### config.mk
export PLATFORM = sky130hd
export DESIGN_NAME = serial_word_tx
export DESIGN_NICKNAME = d
export VERILOG_FILES = /design/src/rtl/serial_pkg.sv /design/src/rtl/serial_word_tx.sv
export SDC_FILE = /design/constraint.sdc
export NUM_CORES = 1
export LEC_CHECK = 0
export CORE_UTILIZATION = 55
export CTS_BUF_LIST = sky130_fd_sc_hd__clkbuf_8
export CTS_CLUSTER_DIAMETER = 200
export CTS_CLUSTER_SIZE = 8
export DETAILED_ROUTE_END_ITERATION = 8
export GPL_TIMING_DRIVEN = 0
export PLACE_DENSITY = 0.79
export SLEW_MARGIN = 5
export SYNTH_ARGS = -nofsm -noshare
export SYNTH_HDL_FRONTEND = slang
export SYNTH_SLANG_ARGS = --single-unit
export TNS_END_PERCENT = 1
### constraint.sdc
create_clock -name clk -period 2.7 [get_ports clk]
set_clock_uncertainty 0.1 [all_clocks]
set_input_delay 0.27 -clock clk [delete_from_list [all_inputs] [get_ports clk]]
set_output_delay 0.27 -clock clk [all_outputs]
set_load 0.005 [all_outputs]
### src/rtl/serial_pkg.sv
// Shared definitions for the bit-serial word stream: transmitter state encoding
// and the default frame width used by both ends of the link.
package serial_pkg;

   typedef enum logic [1:0] {
      ST_IDLE  = 2'd0,
      ST_SHIFT = 2'd1,
      ST_GAP   = 2'd2
   } tx_state_e;

   localparam int unsigned SERIAL_WIDTH_DEFAULT = 32;

endpackage

### src/rtl/serial_word_tx.sv
// MSB-first word serializer with a one-entry holding buffer so the next word can
// be queued while the current one shifts out, giving bubble-free back-to-back frames.
module serial_word_tx
   import serial_pkg::*;
#(
   parameter int unsigned WIDTH    = SERIAL_WIDTH_DEFAULT,
   parameter int unsigned GAP      = 0,
   parameter logic        IDLE_BIT = 1'b0
) (
   input  logic             clk,
   input  logic             rst_n,
   input  logic             in_valid,
   output logic             in_ready,
   input  logic [WIDTH-1:0] in_data,
   output logic             number,
   output logic             frame,
   output logic             sof,
   output logic             eof
);

   localparam int unsigned CW = $clog2(WIDTH);
   localparam int unsigned GW = (GAP > 1) ? $clog2(GAP) : 1;

   localparam logic [CW-1:0] CNT_TOP  = CW'(WIDTH - 1);
   localparam logic [CW-1:0] CNT_ZERO = CW'(0);
   localparam logic [CW-1:0] CNT_ONE  = CW'(1);
   localparam logic [GW-1:0] GAP_TOP  = (GAP > 0) ? GW'(int'(GAP) - 1) : GW'(0);
   localparam logic [GW-1:0] GAP_ZERO = GW'(0);
   localparam logic [GW-1:0] GAP_ONE  = GW'(1);

   tx_state_e        state_q, state_d;
   logic [WIDTH-1:0] shift_q, shift_d;
   logic [CW-1:0]    cnt_q, cnt_d;
   logic [GW-1:0]    gap_q, gap_d;
   logic [WIDTH-1:0] buf_q, buf_d;
   logic             buf_full_q, buf_full_d;
   logic             number_q, number_d;
   logic             frame_q, frame_d;
   logic             sof_q, sof_d;
   logic             eof_q, eof_d;

   logic             accept_s;
   logic             take_next_s;
   logic             park_s;

   assign in_ready = !buf_full_q;
   assign accept_s = in_valid && !buf_full_q;

   assign number = number_q;
   assign frame  = frame_q;
   assign sof    = sof_q;
   assign eof    = eof_q;

   // Next-state, shifter, buffer routing and output decode
   always_comb begin
      state_d     = state_q;
      shift_d     = shift_q;
      cnt_d       = cnt_q;
      gap_d       = gap_q;
      buf_d       = buf_q;
      buf_full_d  = buf_full_q;
      take_next_s = 1'b0;
      park_s      = accept_s;

      case (state_q)
         ST_IDLE: begin
            take_next_s = 1'b1;
         end
         ST_SHIFT: begin
            if (cnt_q != CNT_ZERO) begin
               shift_d = {shift_q[WIDTH-2:0], 1'b0};
               cnt_d   = cnt_q - CNT_ONE;
            end else if (GAP == 0) begin
               take_next_s = 1'b1;
            end else begin
               state_d = ST_GAP;
               gap_d   = GAP_TOP;
            end
         end
         ST_GAP: begin
            if (gap_q != GAP_ZERO) begin
               gap_d = gap_q - GAP_ONE;
            end else begin
               take_next_s = 1'b1;
            end
         end
         default: begin
            state_d = ST_IDLE;
         end
      endcase

      // A buffered word always goes first; a full buffer also means no accept can happen
      if (take_next_s) begin
         if (buf_full_q) begin
            shift_d    = buf_q;
            cnt_d      = CNT_TOP;
            state_d    = ST_SHIFT;
            buf_full_d = 1'b0;
         end else if (accept_s) begin
            shift_d = in_data;
            cnt_d   = CNT_TOP;
            state_d = ST_SHIFT;
            park_s  = 1'b0;
         end else begin
            state_d = ST_IDLE;
         end
      end else begin
         park_s = accept_s;
      end

      if (park_s) begin
         buf_d      = in_data;
         buf_full_d = 1'b1;
      end else begin
         buf_d = buf_q;
      end

      frame_d  = (state_d == ST_SHIFT);
      sof_d    = frame_d && (cnt_d == CNT_TOP);
      eof_d    = frame_d && (cnt_d == CNT_ZERO);
      number_d = frame_d ? shift_d[WIDTH-1] : IDLE_BIT;
   end

   // State, datapath and registered serial outputs
   always_ff @(posedge clk or negedge rst_n) begin
      if (!rst_n) begin
         state_q    <= ST_IDLE;
         shift_q    <= '0;
         cnt_q      <= CNT_ZERO;
         gap_q      <= GAP_ZERO;
         buf_q      <= '0;
         buf_full_q <= 1'b0;
         number_q   <= IDLE_BIT;
         frame_q    <= 1'b0;
         sof_q      <= 1'b0;
         eof_q      <= 1'b0;
      end else begin
         state_q    <= state_d;
         shift_q    <= shift_d;
         cnt_q      <= cnt_d;
         gap_q      <= gap_d;
         buf_q      <= buf_d;
         buf_full_q <= buf_full_d;
         number_q   <= number_d;
         frame_q    <= frame_d;
         sof_q      <= sof_d;
         eof_q      <= eof_d;
      end
   end

endmodule

==> run_results.csv <==
group,metric,value,unit
finish,design_area,4190,um2
drt,via_count,2478,
yosys,avgSynthCellArea,12.3,um2
power,comb_power_share,0.380,
grt,grt_usage,0.236,
grt,antenna_found_initial,0,
finish,drive_above_1_share,0.188,
yosys,syn-num-nets,314,
floorplan,core,5960,um2
timing,finalCriticalPeriod,2470,ps
drt,drtPass1Iterations,4,
timing,finalSetupViolCount,0,
finish,syn2layout_area_growth,22.7,%
place,numPlacedInstances,393,
cts,clk_root_buffer_cell,"clkbuf_8",
floorplan,num_rows,28,
run,drv_cap,0,
grt,grt_overflow_total,0,
timing,post-route-period-util,0.914,
drt,via_per_inst,6.04,
yosys,synth_cell_types,37,
yosys,async_reset_ff_frac,1.00,
place,place.gp.congestion,0.774,
power,p_seq_frac,0.393,
yosys,synth_seq_area_share,0.549,
worst_hold_path,hp-class,"primary input to asynchronous set/reset pin",
worst_setup_path,crit_path_start_kind,"flop",
power,clkPwrFrac,0.226,
floorplan,fp.dieH,80.8,um
floorplan,pin_count,40,
grt,grt_pass1_wl,11500,um
finish,fillers,442,
worst_setup_path,cp-end-kind,"flop",
timing,hold_violations,0,
drt,wl_per_cell,17.1,um
worst_setup_path,crit_fanout,10,
power,power_density,1170,nW/um2
power,p_leak,1.80,nW
worst_setup_path,worst_r2r_endpoint,"buf_q[22]",
cts,cts_buffers,9,
outcome,status,"completed",
worst_setup_path,worstPathArrival,2590,ps
drt,ant_nets,0,
yosys,ys_dominant_reg_cell,"dfrtp_1",
yosys,syn-instance-count,278,
place,dp_hpwl,4310,um
worst_setup_path,reg2reg_depth,8,
power,intPower,0.00333,W
cts,cts_buffer_depth,2,
yosys,synth_seq_cells,75,
yosys,synth_edf_count,0,
worst_setup_path,criticalPathCategory,"flop to flop",
yosys,ys_warn_count,0,
finish,seq_area,1880,um2
power,total_power,0.00492,W
worst_setup_path,r2r_start,"cnt_q[0]",
cts,htreeDepth,3,
floorplan,die_w,80.8,um
place,placed_area,3930,um2
worst_setup_path,rrSetupSlack,230,ps
grt,grt_max_degree,59,
timing,rsz0062_at_grt,"no",
timing,fmax,0.405,GHz
floorplan,start_util,0.574,
cts,clock-sinks,75,
worst_setup_path,cp.required,2820,ps
finish,fin_cells,410,
power,swShare,0.323,
finish,multi_input_area,1340,um2
drt,drcViolationCount,0,
finish,nets,366,
cts,tritoncts,"yes",
drt,routed_wirelength,7010,um
yosys,synth_area,3420,um2
grt,grt_pass1_vias,2429,
power,switchingPower,0.00159,W
drt,drt_iter0_markers,144,
floorplan,die-area,6530,um2
finish,n_antenna_cell,0,
timing,drv_slew,0,
cts,path_clk_slew,80,ps
cts,worstSkewPairLatency,350,ps
timing,maxSlewHeadroom,0.653,
power,ir_worst_vdd,0.558,mV
timing,tightest_slew,520,ps
place,port-buffer-count,39,
==> worst max path at each step <==
stage / startpoint / to / slack (ps) / cells after the start
finish: cnt_q[0] / buf_q[22] / 230 / 8
global route: cnt_q[0] / buf_q[22] / 130 / 8
CTS: cnt_q[0] / buf_q[12] / 230 / 8
detailed placement: cnt_q[0] / buf_q[12] / 250 / 8
global placement: rst_n / buf_q[6] / -1280 / 1
floorplan: cnt_q[0] / buf_q[11] / 430 / 8
==> cell type report <==
| cell class | instances | area share |
|---|---|---|
| Buffer | 23 | 0.0427 |
| Clock buffer | 9 | 0.0295 |
| Inverter | 6 | 0.00537 |
| Tap cell | 75 | 0.0224 |
| Timing Repair Buffer | 41 | 0.101 |
| Multi-Input combinational cell | 174 | 0.320 |
| Sequential cell | 75 | 0.447 |
| Clock inverter | 7 | 0.0316 |
==> synth_stat cells (3+ instances only) <==
library cell	n	share of area
mux2_1	5	0.016
o21ai_0	4	0.0059
mux2_2	27	0.089
nand2_1	7	0.0077
o211ai_1	3	0.0066
nor2b_1	4	0.0073
nor2_1	34	0.037
inv_1	6	0.0066
a221o_1	29	0.085
a21oi_1	4	0.0059
dfrtp_1	75	0.55
buf_6	12	0.040
a22oi_1	30	0.066
clkbuf_1	9	0.0099
==> worst max-delay path, cell delays in order, from the launching register on <==
cell	delay [ps]
dfrtp_1	410
inv_1	110
ha_1	220
or4b_1	460
buf_6	160
o21a_1	210
nand2_2	160
buf_6	180
mux2_2	340
==> layer usage <==
layer,GRT usage,vias up,part of all wire
met5,0,-,0
met4,0.0786,0,0.016
met3,0.0506,12,0.039
met2,0.387,54,0.50
met1,0.312,1255,0.45
li1,-,1157,-
==> flip-flops by register name, summed over array words and instances, names as in the netlist <==
name,flops
sof,1
cnt_q,5
shift_q,31
state_q,2
number,1
eof,1
buf_q,32
buf_full_q,1
frame,1
==> power by group through the flow <==
stage	logic, W	registers, W	clock network, W
2_1_floorplan	0.00142	0.00187	0
3_3_place_gp	0.00178	0.00192	0
3_5_place_dp	0.00184	0.00194	0
4_1_cts	0.00188	0.00193	0.00112
5_1_grt	0.00204	0.00199	0.00118
6_report	0.00187	0.00194	0.00111
==> repair_timing <==
action	in CTS	in global routing
hold buffers	1	0
hold endpoints to repair	17	0
setup buffers	0	0
gates resized for setup	0	0
==> logic make-up after synthesis <==
group | Yosys count | synth area share
and+or+nand+nor | 58 | 0.0783
muxes | 32 | 0.105
AOI/OAI and AO/OA | 81 | 0.201
other | 1 | 0.00110
xor gates and xnor gates | 1 | 0.00256
DFF | 75 | 0.549
buffers and inverters | 29 | 0.0589
adders and majority gates | 1 | 0.00366
==> cells in the final DEF (no fill, tap or decap), types with 2 or more instances in the layout <==
cell type	n
o221ai_1	2
clkbuf_1	9
a221o_1	29
mux2_2	27
dfrtp_1	75
inv_1	8
o211ai_1	3
clkbuf_8	9
nor2_1	34
buf_6	12
nand2_1	7
a21oi_1	4
buf_2	2
or2_2	2
mux2_1	5
bufinv_16	4
and3_1	2
nor2b_1	4
a211o_1	2
o21ai_0	4
clkdlybuf4s50_1	38
nand2b_1	2
a22oi_1	30
==> stage by stage <==
| stage | setup TNS, ps | setup WS [ps] | util | hold slack [ps] |
|---|---|---|---|---|
| after global placement | -95650 | -1280 | 0.655 | 373 |
| after floorplan | 0 | 432 | - | -126 |
| final | 0 | 232 | 0.704 | 235 |
| after global routing | 0 | 127 | 0.704 | 249 |
| after detailed placement | 0 | 252 | 0.659 | 57.2 |
| after CTS | 0 | 232 | 0.704 | 229 |
Note: power is estimated with default switching activity, not from simulation.
